--- src/rtl/coffee_sequencer.sv ---
// Brew controller: latches a drink, waits for payment, checks supplies, then runs timed
// water/mix/dispense phases. Define COFFEE_SEQ_PAY_TIMEOUT_EN to abort SELECT with ERDI.
module coffee_sequencer #(
  parameter int unsigned TICK_DIV    = 5_000_000,
  parameter int unsigned T_WATER     = 30,
  parameter int unsigned T_MIX       = 20,
  parameter int unsigned T_DISP      = 10,
  parameter int unsigned PAY_TIMEOUT = 100,
  parameter int unsigned ERR_HOLD    = 20
) (
  input  logic       CLK,
  input  logic       RST,
  input  logic       S0,
  input  logic       S1,
  input  logic       S2,
  input  logic       S3,
  input  logic       SR,
  input  logic       SP,
  input  logic       SN,
  input  logic       VL,
  input  logic       M,
  output logic [3:0] msg,
  output logic       valve_water,
  output logic       mixer,
  output logic       dispense,
  output logic       busy,
  output logic       done
);

  localparam int unsigned MaxA     = (4 * T_WATER > PAY_TIMEOUT) ? 4 * T_WATER : PAY_TIMEOUT;
  localparam int unsigned MaxB     = (MaxA > ERR_HOLD) ? MaxA : ERR_HOLD;
  localparam int unsigned MaxC     = (MaxB > T_MIX) ? MaxB : T_MIX;
  localparam int unsigned MaxTicks = (MaxC > T_DISP) ? MaxC : T_DISP;
  localparam int unsigned CntW     = $clog2(MaxTicks + 1);
  localparam int unsigned PresW    = (TICK_DIV > 1) ? $clog2(TICK_DIV) : 1;

  localparam logic [3:0] MsgWait  = 4'd0;
  localparam logic [3:0] MsgErsr  = 4'd5;
  localparam logic [3:0] MsgErsp  = 4'd6;
  localparam logic [3:0] MsgErsn  = 4'd7;
`ifdef COFFEE_SEQ_PAY_TIMEOUT_EN
  localparam logic [3:0] MsgErdi  = 4'd8;
`endif
  localparam logic [3:0] MsgMaint = 4'd9;

  typedef enum logic [3:0] {
    StIdle,
    StSelect,
    StCheck,
    StWater,
    StMix,
    StDispense,
    StDone,
    StError,
    StMaint
  } state_t;

  state_t             state_q, state_d;
  logic [1:0]         drink_q, drink_d;
  logic [3:0]         err_q, err_d;
  logic [3:0]         msg_d;
  logic [PresW-1:0]   presc_q;
  logic [CntW-1:0]    cnt_q;
  logic [1:0]         btn_idx;
  logic [31:0]        phase_len;
  logic               tick;
  logic               phase_end;

  always_comb begin
    if (S0)      btn_idx = 2'd0;
    else if (S1) btn_idx = 2'd1;
    else if (S2) btn_idx = 2'd2;
    else         btn_idx = 2'd3;
  end

  // Length in ticks of the timed phase currently active; 0 means untimed.
  always_comb begin
    phase_len = 32'd0;
    unique case (state_q)
      StSelect:   phase_len = PAY_TIMEOUT;
      StWater:    phase_len = (32'(drink_q) + 32'd1) * T_WATER;
      StMix:      phase_len = T_MIX;
      StDispense: phase_len = T_DISP;
      StError:    phase_len = ERR_HOLD;
      default:    phase_len = 32'd0;
    endcase
  end

  assign tick      = (presc_q == PresW'(TICK_DIV - 1));
  assign phase_end = tick && (phase_len != 32'd0) && (32'(cnt_q) == phase_len - 32'd1);

  always_comb begin
    state_d = state_q;
    drink_d = drink_q;
    err_d   = err_q;
    if (M) begin
      state_d = StMaint;
    end else begin
      unique case (state_q)
        StIdle: begin
          if (S0 || S1 || S2 || S3) begin
            state_d = StSelect;
            drink_d = btn_idx;
          end
        end
        StSelect: begin
          if (VL) begin
            state_d = StCheck;
          end
`ifdef COFFEE_SEQ_PAY_TIMEOUT_EN
          else if (phase_end) begin
            state_d = StError;
            err_d   = MsgErdi;
          end
`endif
        end
        StCheck: begin
          if (!SR) begin
            state_d = StError;
            err_d   = MsgErsr;
          end else if (!SP) begin
            state_d = StError;
            err_d   = MsgErsp;
          end else if (!SN) begin
            state_d = StError;
            err_d   = MsgErsn;
          end else begin
            state_d = StWater;
          end
        end
        StWater: begin
          // Losing the reservoir aborts immediately, even on the final tick.
          if (!SR) begin
            state_d = StError;
            err_d   = MsgErsr;
          end else if (phase_end) begin
            state_d = (drink_q >= 2'd2) ? StMix : StDispense;
          end
        end
        StMix: begin
          if (phase_end) state_d = StDispense;
        end
        StDispense: begin
          if (phase_end) state_d = StDone;
        end
        StDone: begin
          state_d = StIdle;
        end
        StError: begin
          if (phase_end) state_d = StIdle;
        end
        StMaint: begin
          state_d = StIdle;
        end
        default: begin
          state_d = StIdle;
        end
      endcase
    end
  end

  always_comb begin
    msg_d = MsgWait;
    unique case (state_d)
      StIdle:  msg_d = MsgWait;
      StError: msg_d = err_d;
      StMaint: msg_d = MsgMaint;
      default: msg_d = {2'b00, drink_d} + 4'd1;
    endcase
  end

  always_ff @(posedge CLK) begin
    if (RST) begin
      state_q     <= StIdle;
      drink_q     <= 2'd0;
      err_q       <= 4'd0;
      presc_q     <= '0;
      cnt_q       <= '0;
      msg         <= MsgWait;
      valve_water <= 1'b0;
      mixer       <= 1'b0;
      dispense    <= 1'b0;
      busy        <= 1'b0;
      done        <= 1'b0;
    end else begin
      state_q <= state_d;
      drink_q <= drink_d;
      err_q   <= err_d;
      // Both counters restart on every state entry so phases are exact multiples of a tick.
      if (state_d != state_q) begin
        presc_q <= '0;
        cnt_q   <= '0;
      end else if (tick) begin
        presc_q <= '0;
        if (cnt_q != {CntW{1'b1}}) cnt_q <= cnt_q + CntW'(1);
      end else begin
        presc_q <= presc_q + PresW'(1);
      end
      msg         <= msg_d;
      valve_water <= (state_d == StWater);
      mixer       <= (state_d == StMix);
      dispense    <= (state_d == StDispense);
      busy        <= (state_d != StIdle) && (state_d != StMaint);
      done        <= (state_d == StDone);
    end
  end

endmodule

--- config.mk ---
export PLATFORM = sky130hd
export DESIGN_NAME = coffee_sequencer
export DESIGN_NICKNAME = d
export VERILOG_FILES = /design/src/rtl/coffee_sequencer.sv
export SDC_FILE = /design/constraint.sdc
export NUM_CORES = 1
export LEC_CHECK = 0
export CAP_MARGIN = 20
export CORE_MARGIN = 4
export CORE_UTILIZATION = 35
export CTS_CLUSTER_DIAMETER = 150
export DETAILED_ROUTE_END_ITERATION = 8
export GPL_TIMING_DRIVEN = 0
export HOLD_SLACK_MARGIN = 0.1
export SETUP_SLACK_MARGIN = 0.05
export SLEW_MARGIN = 25
export SYNTH_ARGS = -nofsm -noshare
export SYNTH_HDL_FRONTEND = slang
export SYNTH_SLANG_ARGS = --single-unit
--- constraint.sdc ---
create_clock -name CLK -period 5.5 [get_ports CLK]
set_input_delay 1.1 -clock CLK [delete_from_list [all_inputs] [get_ports CLK]]
set_output_delay 1.1 -clock CLK [all_outputs]
set_load 0.02 [all_outputs]
### After elaboration in Yosys (flattened, before gate mapping)

Index checks and enable logic that the tools add are counted.
Widths: inputs -> output; s select.

| storage, ports and cells | value |
|---|---|
| memories | 0 |
| input port bits | 11 |
| bits in read-only memories | 0 |
| register bits after elaboration | 49 |
| memory bits (writable) | 0 |
| bits in latches | 0 |
| word-level logic and storage cells | 76 |

| operators by class | value |
|---|---|
| div/mod/pow operators | 0 |
| $mul | 1 |
| $add $sub $neg | 5 |
| bitwise gates (word level) | 0 |
| reductions and logical operators | 14 |
| magnitude comparators | 1 |
| mux-type cells | 27 |
| shift operators | 0 |
| equality and inequality tests | 17 |

Operators by type and width:

| cell | count |
|---|---|
| $mux 4 | 13 |
| $eq 7x32->1 | 1 |
| $pmux 8 s4 | 1 |
| $reduce_bool 32->1 | 1 |
| $sub 32x1->32 const B | 1 |
| $eq 4x3->1 const B | 7 |
| $pmux 4 s7 | 1 |
| $add 23x1->23 const B | 1 |
| $eq 23x23->1 const B | 1 |
| $eq 4x2->1 const B | 3 |
| $pmux 4 s3 | 1 |
| $mux 2 | 5 |
| $mux 3 | 3 |
| $logic_not 4->1 | 2 |
| $pmux 4 s2 | 1 |
| $add 7x1->7 const B | 1 |
| $mul 3x4->7 const B | 1 |
| $ne 7x7->1 const B | 1 |
| $add 2x1->3 const B | 2 |
| $eq 4x1->1 const B | 1 |
| $eq 4x4->1 const B | 1 |
| $ne 4x4->1 | 1 |
| $ne 4x4->1 const B | 1 |
| $reduce_bool 4->1 | 1 |
| other kinds (7) | 13 |

### Logic depth before layout (Yosys ltp)

Gate-level depths: netlist of run 1.

| logic depth | value |
|---|---|
| word-level depth | 12 |
| depth in mapped cells | 21 |

### Worst setup path before layout of run 1

OpenSTA, ideal clock, no wires.

| path | value |
|---|---|
| kind | register to register |
| start point | register drink_q[0] |
| end point | register presc_q[22] |
| slack | 1.402 ns |
| data required time | 5.412 ns |
| data arrival time | 4.011 ns |
| period minus slack after synthesis | 4.098 ns |
| stages on the path, launching flop included | 19 |
| library setup time | 0.088 ns |
| cell sequence | dfxtp_1 -> inv_1 -> ha_1 -> ha_1 -> xor3_1 -> a211oi_1 -> a21o_1 -> nor2_1 -> ha_1 -> nand2_1 -> nor3_1 -> o31ai_1 -> nor4b_2 -> and4_4 -> and2_2 -> a21boi_1 -> o311a_1 -> buf_2 -> nor4_4 |

| between the ends | value |
|---|---|
| longest elaborated chain between the ends | 12 |
| elaborated cells on any way between the ends | 19 |

RTL lines:

| what | line | text |
|---|---|---|
| from (decl) | 59 | `logic [1:0] drink_q, drink_d;` |
| from (signal assigned) | 187 | `drink_q <= drink_d;` |
| $add 2x1->3 | 81 | `StWater: phase_len = (32'(drink_q) + 32'd1) * T_WATER;` |
| $mul 3x4->7 | 81 |  |
| $pmux 8 s4 | 79 | `unique case (state_q)` |
| $sub 32x1->32 or $reduce_bool 32->1 (tied branches) | 90 | `assign phase_end = tick && (phase_len != 32'd0) && (32'(cnt_q) == phase_len - 32'd1);` |
| $eq 7x32->1 or $logic_and 1x1->1 (tied branches) | 90 |  |
| $logic_and 1x1->1 | 90 |  |
| $mux 4 | 136 | `end else if (phase_end) begin` |
| $mux 4 | 133 | `if (!SR) begin` |
| $pmux 4 s7 (*) | 99 | `unique case (state_q)` |
| $mux 4 (*) | 96 | `if (M) begin` |
| $ne 4x4->1 (*) | 190 | `if (state_d != state_q) begin` |
| $reduce_or 3->1 (no source line) (*) | - |  |
| to (signal assigned) | 197 | `presc_q <= presc_q + PresW'(1);` |
| to (decl) | 62 | `logic [PresW-1:0] presc_q;` |

Mark *: on every way between the ends. The rest lies on a longest branch, timed or not.
A chain may end at the register's enable or synchronous reset.

### Worst setup path in the final report of run 1

| path | value |
|---|---|
| start point | register drink_q[0] |
| end point | register presc_q[16] |

The elaborated chain is that of the path after synthesis.

==> metrics.md, run 1 <==
| Metric | Value |
|---|---|
| Status | finished clean |
| Initial DRT Pass Iterations | 6 |
| Die H | slightly above 100 um |
| Core Util, Final | 41.1% |
| Startpoint Class | flop |
| CTS sink count | between 40 and 50 |
| Initial core utilization | 36.2% |
| Routed wire length | between 7 and 8 mm |
| Max VDD drop | about 0.18 mV |
| Post-CTS Resized | 0 |
| Reg-to-Reg Start | drink_q[0] |
| Final TNS setup | 0 ns |
| RSZ-0062 raised after global routing | false |
| Fin. Hold Viols | 0 |
| Lkg Pwr | 0.00123 uW |
| Post-DR vias/cell | between 5 and 6 |
| Layout cell share with drive strength beyond 1 | 10.8% |
| CP startpoint | drink_q[0] |
| Post-synth top area cell | dfxtp_1 |
| Max-slew headroom | 51.1% |
| Net count after synthesis | 395 |
| Number of enable flip-flop cells after synthesis | 0 |
| Slowest CP cell | dfxtp_1 |
| Synth area leaders | dfxtp_1 (31%), xnor2_1 (5.8%), ha_1 (5.5%) |
| Drt wl/cell | 14.4 um |
| Standard-cell rows | 34 |
| Worst path cell trace | inv_1 -> ha_1 -> ha_1 -> xor3_1 -> a211oi_1 -> a21o_1 -> nor2_1 -> ha_1 -> nand2_1 -> nor3_1 -> o31ai_1 -> nor4b_2 -> and4_4 -> and2_2 -> a21boi_1 -> o311a_1 -> clkbuf_1 -> nor3_1 |
| CORE AREA | roughly 0.0088 sq mm |
| Synth Cell Area | 0.00317 sq mm |
| Crit path max fanout | 10 |
| Yosys warnings | 0 |
| I/O pin cnt | 20 |
| Largest net degree at the start of global routing | 17 |
| Top cells by count, synth | dfxtp_1 (49), nor2_1 (31), nand2_1 (29), nor3_1 (24), xnor2_1 (21) |
| Via Count | 2686 |
| Vias in the first global route | approximately 2600 |
| Syn Inst Count | 370 |
| Slew @ Worst Pin | 0.734 ns |
| RD Place Congestion | 0.829 |
| Hold Crit Start | err_q[2] |
| Total gr overflow | 0 |
| Yosys reg bits | between 40 and 50 |
| Port Buffers | 19 |
| Max Cap Viol | 0 |
| Nets | 421 |
| Design Area, Final | 0.00361 sq mm |
| Hold crit path type | flop to flop |
| Setup Buffers After CTS | 0 |
| Final worst setup slack | 0.737 ns |
| Pwr Density | 201 mW/mm^2 |
| Worst skew pair latency | 0.31 ns |
| CTS tree | done |
| CTS Root Cell | clkbuf_8 |
| Place WS | roughly 0.72 ns |
| CTS clk-pin slew, worst paths | 0.10 ns |
| Critical Path AT | 5.00 ns |
| Clk_skew | 0.0131 ns |
| Critical path capture point type | flop |
| Final antenna-violating net count | 0 |
| Count of final setup violators | 0 |
| CTS Buf Count | 5 |
| Crit path top cell by count | ha_1 |
| Syn avg cell area | 8.56 sq um |
| Clock buffer depth | 2 |
| Buffers & Inverters on Critical Path | 2 |
| Htree depth | 2 |
| DRT iter0 DRCs | ~110 |
| Most frequent cell after synthesis | dfxtp_1 |
| Cts-stage hold buffer count | 0 |
| Layout area overhead | 13.8% |
| Drc violations | 0 |
| Max Freq | 210 MHz |
| Overall power | between 700 and 800 uW |
| CP Class | flop to flop |
| Cell Area, Placed | 0.00349 sq mm |
| ANT cells | 0 |
| Post-DP HPWL | 5.65 mm |
| Data required, critical path | 5.73 ns |
| Initial antenna violation count | 0 |
| Yosys top cell area share | roughly 31% |
| Primary FF master, synth | dfxtp_1 |
| First-pass GRT wire length | 12.5 mm |
| Tmin final | 4.76 ns |
| Async SR Flop Fraction | 0% |
| Post-synth cell types | 62 |
| Delay-heaviest family, CP | simple AND/OR/NAND/NOR gates |
| Die width | 103 um |
| Global Route Usage Sum | 14.8% |
| Final worst path period share | between 80% and 90% |
| Register area share after synthesis | 31.0% |
| Slew Limit Fails | 0 |
| Largest stage delay, worst path | 0.48 ns |
| Die Footprint | 0.0106 sq mm |
## layer usage
layer  global-route usage [%]  routed length (um)  up-vias
met5                        0                   0        -
met4                     4.38                  95        0
met3                     2.57                 173        7
met2                     23.6                3340       30
met1                     20.4                3660     1260
li1                         -                   -     1389
## flip-flops by register name, indices dropped and copies added, names as in the netlist
name / flops
busy: 1
cnt_q: 7
dispense: 1
done: 1
drink_q: 2
err_q: 4
mixer: 1
msg: 4
presc_q: 23
state_q: 4
valve_water: 1
## report_power, final
part / internal [uW] / total (uW) / leakage [uW] / switching, uW
clock: 137 / 267 / 0.0000585 / 131
sequential: 359 / 362 / 0.000396 / 3.16
combinational: 38.8 / 95.9 / 0.000779 / 57.0
total: 534 / 725 / 0.00123 / 191
## stage by stage
stage / hold WS (ns) / std cells
after CTS: 0.462 / 505
after global placement: 0.449 / 497
after global routing: 0.491 / 505
after detailed placement: 0.448 / 497
final: 0.460 / 505
after floorplan: 0.429 / 370
## cell usage in the layout (no fill, tap or decap), types with 3 or more instances in the layout
cell type         n
dfxtp_1          49
nor2_1           31
nand2_1          29
nor3_1           24
xnor2_1          21
clkdlybuf4s50_1  19
inv_1            18
nand3_1          18
a21oi_1          14
xor2_1           14
ha_1             14
nor2b_1          12
o21ai_0          10
nor4_2           10
buf_2             8
clkbuf_1          6
and3_1            6
nand4_1           6
clkbuf_8          5
nand2b_1          4
a211oi_1          4
nor4_1            4
a21o_1            3
a31oi_1           3
nor4bb_1          3
mux2_2            3
## path summary, 6_finish.rpt
check	endpoint	slack (ns)	cells past startpoint
max reg2reg	presc_q[16]	0.74	18
min reg2reg	err_q[2]	0.46	2
min	err_q[2]	0.46	2
max	presc_q[16]	0.74	18
## final cells by class
class	count	area (sq um)
buffer	18	85.1
clock buffer	5	68.8
clock inverter	3	43.8
fill	899	5160
inverter	18	67.6
multi-input combinational	285	2030
sequential	49	981
tap	108	135
timing repair buffer	19	190
## cell families after synthesis
group / synth area share (%)
simple gates: 32.7
compound gates: 14.2
flops: 31.0
xor+xnor: 10.4
buf+inv: 4.82
fa+ha+maj: 5.53
mux: 1.38
## worst register-to-register path, stage by stage (launching register included)
cell,delay (ns)
dfxtp_1,0.48
inv_1,0.13
ha_1,0.30
ha_1,0.24
xor3_1,0.36
a211oi_1,0.47
a21o_1,0.16
nor2_1,0.05
ha_1,0.27
nand2_1,0.05
nor3_1,0.23
o31ai_1,0.14
nor4b_2,0.24
and4_4,0.30
and2_2,0.23
a21boi_1,0.11
o311a_1,0.39
clkbuf_1,0.29
nor3_1,0.26
No activity file was read; power rests on OpenSTA's default activity.
==> run 2: changes to the inputs <==
--- a/config.mk
+++ b/config.mk
@@ -10,6 +10,7 @@
 export CORE_UTILIZATION = 35
 export CTS_CLUSTER_DIAMETER = 150
 export DETAILED_ROUTE_END_ITERATION = 8
+export DONT_BUFFER_PORTS = 1
 export GPL_TIMING_DRIVEN = 0
 export HOLD_SLACK_MARGIN = 0.1
 export SETUP_SLACK_MARGIN = 0.05
==> run 2 against run 1 <==
  * Largest power group unchanged
  * First-iteration DRC count grew 42%
  * Core utilization shrank 2.4 points
  * Critical endpoint is now presc_q[2]
  * Global-route usage shrank 0.97 points
==> metrics.md, run 2 (synthesis gave the netlist of run 1 again) <==
| Metric | Value |
|---|---|
| CTS sink count | 49 (unchanged) |
| Max Cap Viol | 0 (unchanged) |
| Routed wire length | 7.06 mm (-2.9%) |
| Standard-cell rows | 34 (unchanged) |
| Tmin final | 4.81 ns (+0.0428 ns) |
| Global Route Usage Sum | 13.8% (-0.97 points) |
| First-pass GRT wire length | 11.8 mm (-5.5%) |
| Reg power frac | 54.8% (+4.9 points) |
| Largest net degree at the start of global routing | 18 (+1) |
| Largest Register | presc_q |
| Critical path capture point type | flop |
| Lkg Pwr | 0.00115 uW (-6.8%) |
| CTS clk-pin slew, worst paths | 0.11 ns (about the same) |
| Worst skew pair latency | 0.30 ns (about the same) |
| Part of the power in the clock network | 33.1% (-3.7 points) |
| CP Class | flop to flop |
| Place WS | 0.661 ns (-0.0551 ns) |
| Critical Path AT | 5.03 ns (+0.03 ns) |
| Max-slew headroom | 52.8% (+1.7 points) |
| I/O pin cnt | 20 (unchanged) |
| Largest register FFs | 23 (unchanged) |
| Sw Ratio | 27.6% (+1.3 points) |
| Setup Buffers After CTS | 0 (unchanged) |
| RD Place Congestion | 0.845 (+1.8%) |
| # fillers | 914 (+1.7%) |
| Initial antenna violation count | 0 (unchanged) |
| Pint | 481 uW (-10%) |
| ANT cells | 0 (unchanged) |
| Commonest non-fill, non-tap cell in the layout | dfxtp_1 |
| Drc violations | 0 (unchanged) |
| Post-DR vias/cell | 5.39 (+1.4%) |
| Final std cells w/o fill | 486 (-3.8%) |
| Data required, critical path | 5.72 ns (about the same) |
| Final TNS setup | 0 ns (unchanged) |
| Post-DP HPWL | 5.46 mm (-3.3%) |
| Initial core utilization | 36.2% (unchanged) |
| Layout cell share with drive strength beyond 1 | 11.4% (+0.54 points) |
| Pwr Density | 196 mW/mm^2 (-2.7%) |
| Nets | 402 (-4.5%) |
| Htree depth | 2 (unchanged) |
| Largest regs | presc_q x23, cnt_q x7 |
| DRT iter0 DRCs | 150 (+42%) |
| Core Util, Final | 38.8% (-2.4 points) |
| Initial DRT Pass Iterations | 4 (-2) |
| Max VDD drop | 0.207 mV (+14%) |
| CORE AREA | 0.00876 sq mm (unchanged) |
| Count of final setup violators | 0 (unchanged) |
| RSZ-0062 raised after global routing | false |
| Total gr overflow | 0 (unchanged) |
| Max Freq | 208 MHz (-0.89%) |
| Status | finished clean |
| Clk_skew | 0.0172 ns (+0.00411 ns) |
| Die Footprint | 0.0106 sq mm (unchanged) |
| Fin. Hold Viols | 0 (unchanged) |
| Vias in the first global route | 2553 (-1.6%) |
| Dpl cells | 478 (-3.8%) |
| Post-CTS Resized | 0 (unchanged) |
| CTS Root Cell | clkbuf_8 |
| Die width | 103 um (unchanged) |
| Cts-stage hold buffer count | 0 (unchanged) |
| CTS tree | done |
| Slew Limit Fails | 0 (unchanged) |
| Crit path max fanout | 10 (unchanged) |
| CTS Buf Count | 5 (unchanged) |
| Slew @ Worst Pin | 0.708 ns (-0.0260 ns) |
| Die H | 103 um (unchanged) |
| Startpoint Class | flop |
| Final worst setup slack | 0.694 ns (-0.0428 ns) |
| Drt wl/cell | 14.5 um (+0.92%) |
| Final antenna-violating net count | 0 (unchanged) |
| Clock buffer depth | 2 (unchanged) |
| Worst hold slack | 0.458 ns (-0.00226 ns) |
| Combinational Power Share | 12.1% (-1.1 points) |
| Most frequent cells in the layout | dfxtp_1 (49), nor2_1 (31), nand2_1 (29) |
| Hold crit path type | flop to flop |
| Layout area overhead | 7.23% |
| Final worst path period share | 87.4% (+0.78 points) |
| Port Buffers | 0 (-19) |
| Via Count | 2620 (-2.5%) |
| Switching pwr | 184 uW (-3.7%) |
run 2: worst paths after layout:
| check | end | from | cells past startpoint | slack, ns |
|---|---|---|---|---|
| setup / recovery | presc_q[2] | drink_q[0] | 18 | 0.69 |
| hold / removal | err_q[2] | err_q[2] | 2 | 0.46 |
| setup reg to reg | presc_q[2] | drink_q[0] | 18 | 0.69 |
| hold reg to reg | err_q[2] | err_q[2] | 2 | 0.46 |
run 2: power by group through the flow:
stage	Combinational [uW]	Sequential [uW]	Clock, uW
finish	80.1	365	220
floorplan	63.2	372	0
global placement	79.0	373	0
CTS	80.7	365	228
detailed placement	80.4	373	0
global route	89.4	365	240
run 2: cell type report:
cell class	count	area, sq um	share of cell area (%)
Buffer	18	85.1	2.50
Tap cell	108	135	3.98
Inverter	18	67.6	1.99
Multi-Input combinational cell	285	2030	59.9
Clock buffer	5	68.8	2.03
Sequential cell	49	981	28.9
Clock inverter	3	25.0	0.737
run 2: worst max-delay path, stage by stage (launching register included):
cell,delay [ns]
dfxtp_1,0.47
inv_1,0.13
ha_1,0.30
ha_1,0.24
xor3_1,0.37
a211oi_1,0.48
a21o_1,0.16
nor2_1,0.05
ha_1,0.27
nand2_1,0.05
nor3_1,0.21
o31ai_1,0.14
nor4b_2,0.25
and4_4,0.30
and2_2,0.22
a21boi_1,0.11
o311a_1,0.39
clkbuf_1,0.28
nor3_1,0.29
run 2: per-stage QoR:
| stage | cell area, sq um | total power, uW |
|---|---|---|
| after floorplan | 3170 | 435 |
| after global placement | 3300 | 452 |
| after detailed placement | 3300 | 453 |
| after CTS | 3400 | 673 |
| after global routing | 3400 | 695 |
| final | 3400 | 665 |
run 2: per-layer routing:
metal  vias to the layer above  wire length, um  track usage (%)
met4                         0               88             2.79
met5                         -                0                0
met2                        39             3290             22.8
met3                         6              204             2.44
met1                      1228             3470             19.0
li1                       1347                -                -
==> run 3: changes to the inputs <==
--- a/config.mk
+++ b/config.mk
@@ -14,7 +14,6 @@
 export GPL_TIMING_DRIVEN = 0
 export HOLD_SLACK_MARGIN = 0.1
 export SETUP_SLACK_MARGIN = 0.05
-export SLEW_MARGIN = 25
 export SYNTH_ARGS = -nofsm -noshare
 export SYNTH_HDL_FRONTEND = slang
 export SYNTH_SLANG_ARGS = --single-unit
==> results of run 3 <==
No change in the layout: final DEF, timing and power equal those of run 2.
